<file path="src/rtl/axis_square_pipe.sv">
// AXI-Stream arithmetic stage: shift-left or square-of-lower-half, followed by a
// 2-entry in-order skid buffer with packet and beat counters on the output side.
module axis_square_pipe #(
    parameter int DATA_WIDTH = 32,
    parameter int MODE       = 0,
    parameter int SHIFT      = 1
) (
    input  logic                    axis_clk,
    input  logic                    axis_reset_n,
    input  logic [DATA_WIDTH-1:0]   S_AXIS_Square_TDATA,
    input  logic [DATA_WIDTH/8-1:0] S_AXIS_Square_TKEEP,
    input  logic                    S_AXIS_Square_TLAST,
    input  logic                    S_AXIS_Square_TVALID,
    output logic                    S_AXIS_Square_TREADY,
    output logic [DATA_WIDTH-1:0]   M_AXIS_Square_TDATA,
    output logic [DATA_WIDTH/8-1:0] M_AXIS_Square_TKEEP,
    output logic                    M_AXIS_Square_TLAST,
    output logic                    M_AXIS_Square_TVALID,
    input  logic                    M_AXIS_Square_TREADY,
    output logic [15:0]             pkt_count,
    output logic [15:0]             beat_count
);

    localparam int KW = DATA_WIDTH / 8;
    localparam int HW = DATA_WIDTH / 2;

    typedef struct packed {
        logic [DATA_WIDTH-1:0] data;
        logic [KW-1:0]         keep;
        logic                  last;
    } entry_t;

    entry_t                head, tail, head_nxt, tail_nxt, in_e;
    logic [1:0]            occ, occ_nxt;
    logic                  s_ready_q, m_valid_q;
    logic                  push, pop;
    logic [DATA_WIDTH-1:0] result;

    generate
        if (MODE == 1) begin : g_square
            // Zero-extend the lower half so the product is exact in DATA_WIDTH bits.
            logic [DATA_WIDTH-1:0] lo_ext;
            assign lo_ext = {{HW{1'b0}}, S_AXIS_Square_TDATA[HW-1:0]};
            assign result = lo_ext * lo_ext;
        end else begin : g_shift
            assign result = S_AXIS_Square_TDATA << SHIFT;
        end
    endgenerate

    assign in_e = '{data: result, keep: S_AXIS_Square_TKEEP, last: S_AXIS_Square_TLAST};

    assign push = S_AXIS_Square_TVALID & s_ready_q;
    assign pop  = m_valid_q & M_AXIS_Square_TREADY;

    always_comb begin
        head_nxt = head;
        tail_nxt = tail;
        occ_nxt  = occ;
        case (occ)
            2'd0: begin
                if (push) begin
                    head_nxt = in_e;
                    occ_nxt  = 2'd1;
                end
            end
            2'd1: begin
                case ({push, pop})
                    2'b10: begin
                        tail_nxt = in_e;
                        occ_nxt  = 2'd2;
                    end
                    2'b01: occ_nxt = 2'd0;
                    2'b11: head_nxt = in_e;
                    default: ;
                endcase
            end
            2'd2: begin
                // Ready is low when full, so only a pop can happen here.
                if (pop) begin
                    head_nxt = tail;
                    occ_nxt  = 2'd1;
                end
            end
            default: occ_nxt = 2'd0;
        endcase
    end

    always_ff @(posedge axis_clk) begin
        if (!axis_reset_n) begin
            occ        <= 2'd0;
            head       <= '0;
            tail       <= '0;
            s_ready_q  <= 1'b0;
            m_valid_q  <= 1'b0;
            pkt_count  <= 16'd0;
            beat_count <= 16'd0;
        end else begin
            occ       <= occ_nxt;
            head      <= head_nxt;
            tail      <= tail_nxt;
            s_ready_q <= (occ_nxt != 2'd2);
            m_valid_q <= (occ_nxt != 2'd0);
            if (pop) begin
                if (head.last) begin
                    pkt_count  <= pkt_count + 16'd1;
                    beat_count <= 16'd0;
                end else if (beat_count != 16'hFFFF) begin
                    beat_count <= beat_count + 16'd1;
                end
            end
        end
    end

    assign S_AXIS_Square_TREADY = s_ready_q;
    assign M_AXIS_Square_TVALID = m_valid_q;
    assign M_AXIS_Square_TDATA  = head.data;
    assign M_AXIS_Square_TKEEP  = head.keep;
    assign M_AXIS_Square_TLAST  = head.last;

endmodule
</file>
<file path="config.mk">
export PLATFORM = sky130hd
export DESIGN_NAME = axis_square_pipe
export DESIGN_NICKNAME = d
export VERILOG_FILES = /design/src/rtl/axis_square_pipe.sv
export SDC_FILE = /design/constraint.sdc
export NUM_CORES = 1
export LEC_CHECK = 0
export ABC_AREA = 1
export CORE_MARGIN = 3
export CORE_UTILIZATION = 35
export CTS_CLUSTER_DIAMETER = 40
export DETAILED_ROUTE_END_ITERATION = 16
export PLACE_DENSITY_LB_ADDON = 0.3
export SKIP_CTS_REPAIR_TIMING = 1
export SLEW_MARGIN = 20
export SYNTH_ARGS = -nofsm -noshare
export SYNTH_HDL_FRONTEND = slang
export SYNTH_SLANG_ARGS = --single-unit
</file>
<file path="constraint.sdc">
create_clock -name axis_clk -period 1.4 [get_ports axis_clk]
set_input_delay 0.28 -clock axis_clk [delete_from_list [all_inputs] [get_ports axis_clk]]
set_output_delay 0.28 -clock axis_clk [all_outputs]
set_load 0.05 [all_outputs]
</file>
==> impl_metrics.ini, run 1 <==
[critical_path]
r2r_end = beat_count[3]
r2r_cells = 10
cp.required_ns = 1.64
crit_type = reg -> reg
cp-end-kind = flip-flop
path_cells = ha_4 > nand2_4 > nor2_4 > nand2_4 > nor2_4 > nand2_4 > nand2_8 > buf_8 > nor2_2 > o21a_1
critical_path.most_common_cell = nand2_4
max_stage_delay_ns = 0.36
r2r-start = beat_count[1]
start_kind = flip-flop
regToRegSetupSlack_ns = -0.14
path_delay_family = simple AND/OR/NAND/NOR gates
cp_max_fo = 6
path_buf_inv = 1
cp.arrival_ns = 1.78
slowest_stage = dfxtp_4

[timing]
final_hold_viol_count = 0
slew_violations = 0
tns_ns = -1.39
final.period_utilization_pct = 110
finalClockSkew_ns = 0.00819
setup-violations-final = 16
layout_setup_ws_ns = -0.140
rsz0062_at_grt = yes
period_minus_slack_ns = 1.54
timing.fmax_mhz = 649

[drt]
drt-initial-drc-count = 401
wl_per_cell_um = 14.8
drc = 0
routed_wl_um = 14700
antenna_left = 0
via_per_inst = 5.10
drtPass1Iterations = 5
via_count = 5074

[synth]
yosysSeqAreaShare_pct = 46.2
synth_nets = 695
synth.distinct_cells = 34
synth.largest_area_cell = dfxtp_1
ys_ff_latch = 108
synth-main-ff-cell = dfxtp_1
yosysWarnings = 0
synthesis.area_um2 = 4680
synth_edf_count = 0
synthArstFlopShare_pct = 0
synth_area_per_cell_um2 = 7.18
synth_area_leaders = dfxtp_1 (46%), nand2_1 (12%), nor2_1 (9.9%)
synthCells = 652
yosysTopAreaCellShare_pct = 46.2

[floorplan]
ios = 112
start_util_pct = 36.4
num_rows = 41
core-area_um2 = 12900
die_h_um = 122
floorplan.die_area_um2 = 14800
die_x_um = 122

[global_routing]
grt_pass1_vias = 4715
antenna_found_initial = 0
track_usage_pct = 18.0
grt_pass1_wl_um = 21800
overflow = 0
grt_max_degree = 68

[flow_run]
maxCapViolations = 0

[clocking]
htree_levels = 3
clk_latency_ns = 0.35
cts-root-buf = clkbuf_16
cts_tree = built
cts.sinks = 108
clock_path_buffers = 2
cts.clk_slew.worst_paths_ns = 0.07
numCtsBuffers = 9

[status]
outcome = finished, violations left
violations = negative setup slack

[min_path]
min-delay-start = axis_reset_n
min_delay_path_depth = 4
whs_endpoint = pkt_count[13]
min_path_type = in -> reg

[place]
hpwlAfterDp_um = 9630
port_buffers = 109
gp_congestion = 0.876

[cells_and_area]
syn2layout_area_growth_pct = 69.3
final_cell_mix = nand2_1 (131), nor2_1 (115), dfxtp_1 (80)
nNetsFinal = 861
layout_commonest_cell = nand2_1
diodes = 0
drive_gt1_share_pct = 31.3

[power]
vdd_drop_max_mv = 0.660
leakage_nw = 3.18
powerDensity_nw_per_um2 = 927
power_mw = 7.36
per-layer routing:
layer | share of wire, % | global-route usage, %
met1 | 41 | 21.7
met2 | 51 | 30.8
met3 | 6.3 | 4.09
met4 | 2.0 | 7.35
met5 | 0 | 0
sequential cells by signal, summed over array words and instances (netlist names):
signal / flops
M_AXIS_Square_TKEEP: 4
occ: 2
tail: 36
M_AXIS_Square_TDATA: 31
S_AXIS_Square_TREADY: 1
pkt_count: 16
beat_count: 16
M_AXIS_Square_TVALID: 1
M_AXIS_Square_TLAST: 1
where the power goes:
group / internal [mW] / leakage, nW / total, mW / switching (mW)
logic: 0.720 / 2.14 / 1.48 / 0.757
registers: 3.19 / 0.894 / 3.32 / 0.132
clock network: 1.43 / 0.147 / 2.55 / 1.13
total: 5.34 / 3.18 / 7.36 / 2.02
cell families (layout without fill, tap and decap cells):
logic type | Yosys count | in the layout | synth area share (%)
adder cells (fa/ha/maj) | 2 | 2 | 0.534
buffers and inverters | 72 | 242 | 6.44
other | 1 | 1 | 0.0801
AND/OR/NAND/NOR | 317 | 318 | 28.3
AO/OA/AOI/OAI | 147 | 147 | 17.5
flip-flops | 108 | 108 | 46.2
XOR/XNOR | 5 | 5 | 0.935
cells in the mapped netlist, drive strengths merged, types with 2 or more instances:
cell    instances
nand2         156
xor2            5
nand4           5
ha              2
dfxtp         108
nor3            6
o21ai          88
nor2          131
a31oi          36
clkbuf         23
o21a            4
inv            36
a21oi          18
nand3          17
buf            12
worst min-delay path: stages:
cell and delay [ns]:
buf_2 0.13, buf_12 0.18, nand2_1 0.10, nor2_1 0.03
stage by stage:
stage | instances | hold slack, ns | utilization [%] | setup slack, ns | cell area (um2)
6_report | 995 | 0.443 | 61.6 | -0.140 | 7930
5_1_grt | 995 | 0.452 | 61.6 | -0.211 | 7930
4_1_cts | 974 | 0.428 | 57.7 | -0.143 | 7420
3_5_place_dp | 958 | 0.467 | 55.4 | -0.422 | 7130
3_3_place_gp | 958 | 0.456 | 55.4 | -0.401 | 7130
2_1_floorplan | 652 | 0.429 | - | -0.132 | 4800
cell type report:
type | instances | area, um2
clock inverter | 5 | 50.0
inverter | 37 | 146
fill | 1082 | 4940
multi-input combinational | 473 | 2460
sequential | 108 | 2210
timing repair buffer | 189 | 2600
tap | 172 | 215
clock buffer | 11 | 243
worst max-delay path by stage:
stage | startpoint | endpoint | cells after the start
after global routing | beat_count[1] | beat_count[3] | 11
final | beat_count[1] | beat_count[3] | 10
after CTS | beat_count[0] | beat_count[1] | 10
after floorplan | beat_count[0] | beat_count[5] | 10
after detailed placement | M_AXIS_Square_TREADY | tail[25] | 8
after global placement | M_AXIS_Square_TREADY | pkt_count[15] | 10
No activity file was read; power rests on OpenSTA's default activity.
==> inputs of run 2 (changes only) <==
--- a/config.mk
+++ b/config.mk
@@ -12,6 +12,7 @@
 export DETAILED_ROUTE_END_ITERATION = 16
 export PLACE_DENSITY_LB_ADDON = 0.3
 export SKIP_CTS_REPAIR_TIMING = 1
+export SKIP_LAST_GASP = 1
 export SLEW_MARGIN = 20
 export SYNTH_ARGS = -nofsm -noshare
 export SYNTH_HDL_FRONTEND = slang
==> run 2 against run 1 <==
  * The run still ends with negative setup slack left
  * Count of clock-buffer cells in the layout unchanged
  * Clock skew about the same
  * Worst setup slack better by 0.0011 ns
  * Die area unchanged
  * Non-clock buffer count unchanged
  * Design area down 0.17%
  * Sequential power about the same
  * Hold slack worse by 0.0037 ns
  * Via count down 0.99%
  * Critical path type unchanged
  * Critical endpoint unchanged
  * Highest routed layer unchanged
==> impl_metrics.ini, run 2 (synthesis results as in run 1) <==
[critical_path]
cp_max_fo = 6
r2r_cells = 10
crit_type = reg -> reg
regToRegSetupSlack_ns = -0.14
r2r-start = beat_count[1]
r2r_end = beat_count[3]
cp.arrival_ns = 1.78
cp.required_ns = 1.64
start_kind = flip-flop
cp-end-kind = flip-flop

[timing]
tns_ns = -1.36
finalClockSkew_ns = 0.00817
final_hold_viol_count = 0
layout_setup_ws_ns = -0.139
period_minus_slack_ns = 1.54
rsz0062_at_grt = yes
slew_violations = 0
final.period_utilization_pct = 110
setup-violations-final = 16
timing.fmax_mhz = 650

[global_routing]
grt.busiest_layer = met2
antenna_found_initial = 0
gr-usage-met1_pct = 21.7
grt_pass1_wl_um = 21800
grt_pass1_vias = 4715
grt_max_degree = 68
met3_usage_pct = 4.09
overflow = 0
track_usage_pct = 18.0
grt_util_met2_pct = 30.8

[drt]
routed_wl_um = 14800
drt-initial-drc-count = 378
wl_per_cell_um = 14.8
via_per_inst = 5.05
antenna_left = 0
drtPass1Iterations = 5
drc = 0
via_count = 5024

[min_path]
min_delay_path_depth = 4
min_path_type = in -> reg
min-delay-start = axis_reset_n
whs_endpoint = pkt_count[13]

[floorplan]
ios = 112
floorplan.die_area_um2 = 14800
start_util_pct = 36.4
die_h_um = 122
die_x_um = 122
core-area_um2 = 12900
num_rows = 41

[clocking]
cts.sinks = 108
clk_latency_ns = 0.35
htree_levels = 3
numCtsBuffers = 9
cts.clk_slew.worst_paths_ns = 0.07
cts-root-buf = clkbuf_16
cts_tree = built
clock_path_buffers = 2

[flow_run]
maxCapViolations = 0

[cells_and_area]
syn2layout_area_growth_pct = 69.0
fill_cells = 1084
nNetsFinal = 861
diodes = 0
regMostFlops = tail
largest_register_ffs = 36
drive_gt1_share_pct = 31.3
final_cell_mix = nand2_1 (131), nor2_1 (115), dfxtp_1 (80)
layout_commonest_cell = nand2_1

[status]
outcome = finished, violations left
violations = negative setup slack

[power]
power_mw = 7.36
leakage_nw = 3.18
vdd_drop_max_mv = 0.661
powerDensity_nw_per_um2 = 929

[place]
port_buffers = 109
gp_congestion = 0.876
hpwlAfterDp_um = 9630
[run 2: how the worst max path moves through the flow]
stage / start / end / slack, ns / cells after the start
finish: beat_count[1] / beat_count[3] / -0.14 / 10
global route: beat_count[1] / beat_count[3] / -0.21 / 11
CTS: beat_count[0] / beat_count[1] / -0.14 / 10
detailed placement: M_AXIS_Square_TREADY / tail[25] / -0.42 / 8
global placement: M_AXIS_Square_TREADY / pkt_count[15] / -0.40 / 10
floorplan: beat_count[0] / beat_count[5] / -0.13 / 10
[run 2: where the power goes]
part | leakage (nW) | total (mW) | internal [mW] | switching [mW]
Combinational | 2.13 | 1.47 | 0.717 | 0.755
Sequential | 0.894 | 3.32 | 3.19 | 0.132
Clock | 0.147 | 2.56 | 1.43 | 1.13
[run 2: layout make-up]
class / instances / area, um2 / area share [%]
inverter: 37 / 146 / 1.85
timing repair buffer: 189 / 2600 / 32.8
clock inverter: 5 / 50.0 / 0.632
sequential: 108 / 2210 / 28.0
tap: 172 / 215 / 2.72
multi-input combinational: 473 / 2450 / 31.0
clock buffer: 11 / 243 / 3.07
[run 2: through the flow]
| step | std cells | cell area [um2] | util [%] | setup WS (ns) | hold WS [ns] |
|---|---|---|---|---|---|
| after floorplan | 652 | 4800 | - | -0.132 | 0.429 |
| after global placement | 958 | 7130 | 55.4 | -0.401 | 0.456 |
| after detailed placement | 958 | 7130 | 55.4 | -0.422 | 0.467 |
| after CTS | 974 | 7420 | 57.7 | -0.143 | 0.428 |
| after global routing | 995 | 7920 | 61.5 | -0.214 | 0.452 |
| final | 995 | 7920 | 61.5 | -0.139 | 0.439 |
[run 2: critical path, cell delays in order (launching register included)]
cell and delay (ns):
dfxtp_4 0.36, ha_4 0.15, nand2_4 0.05, nor2_4 0.14, nand2_4 0.08, nor2_4 0.14, nand2_4 0.08, nand2_8 0.11
buf_8 0.14, nor2_2 0.04, o21a_1 0.16
[run 2: per-layer routing]
layer | part of all wire (%) | routed length [um] | vias up
li1 | - | - | 2460
met1 | 42 | 6130 | 2390
met2 | 51 | 7530 | 149
met3 | 5.4 | 803 | 25
met4 | 1.9 | 286 | 0
met5 | 0 | 0 | -
==> inputs of run 3 (changes only) <==
--- a/config.mk
+++ b/config.mk
@@ -6,6 +6,7 @@
 export NUM_CORES = 1
 export LEC_CHECK = 0
 export ABC_AREA = 1
+export CAP_MARGIN = 20
 export CORE_MARGIN = 3
 export CORE_UTILIZATION = 35
 export CTS_CLUSTER_DIAMETER = 40
@@ -13,7 +14,7 @@
 export PLACE_DENSITY_LB_ADDON = 0.3
 export SKIP_CTS_REPAIR_TIMING = 1
 export SKIP_LAST_GASP = 1
-export SLEW_MARGIN = 20
+export SLEW_MARGIN = 10
 export SYNTH_ARGS = -nofsm -noshare
 export SYNTH_HDL_FRONTEND = slang
 export SYNTH_SLANG_ARGS = --single-unit
==> results of run 3 <==
No change in the layout: final DEF, timing and power equal those of run 2.
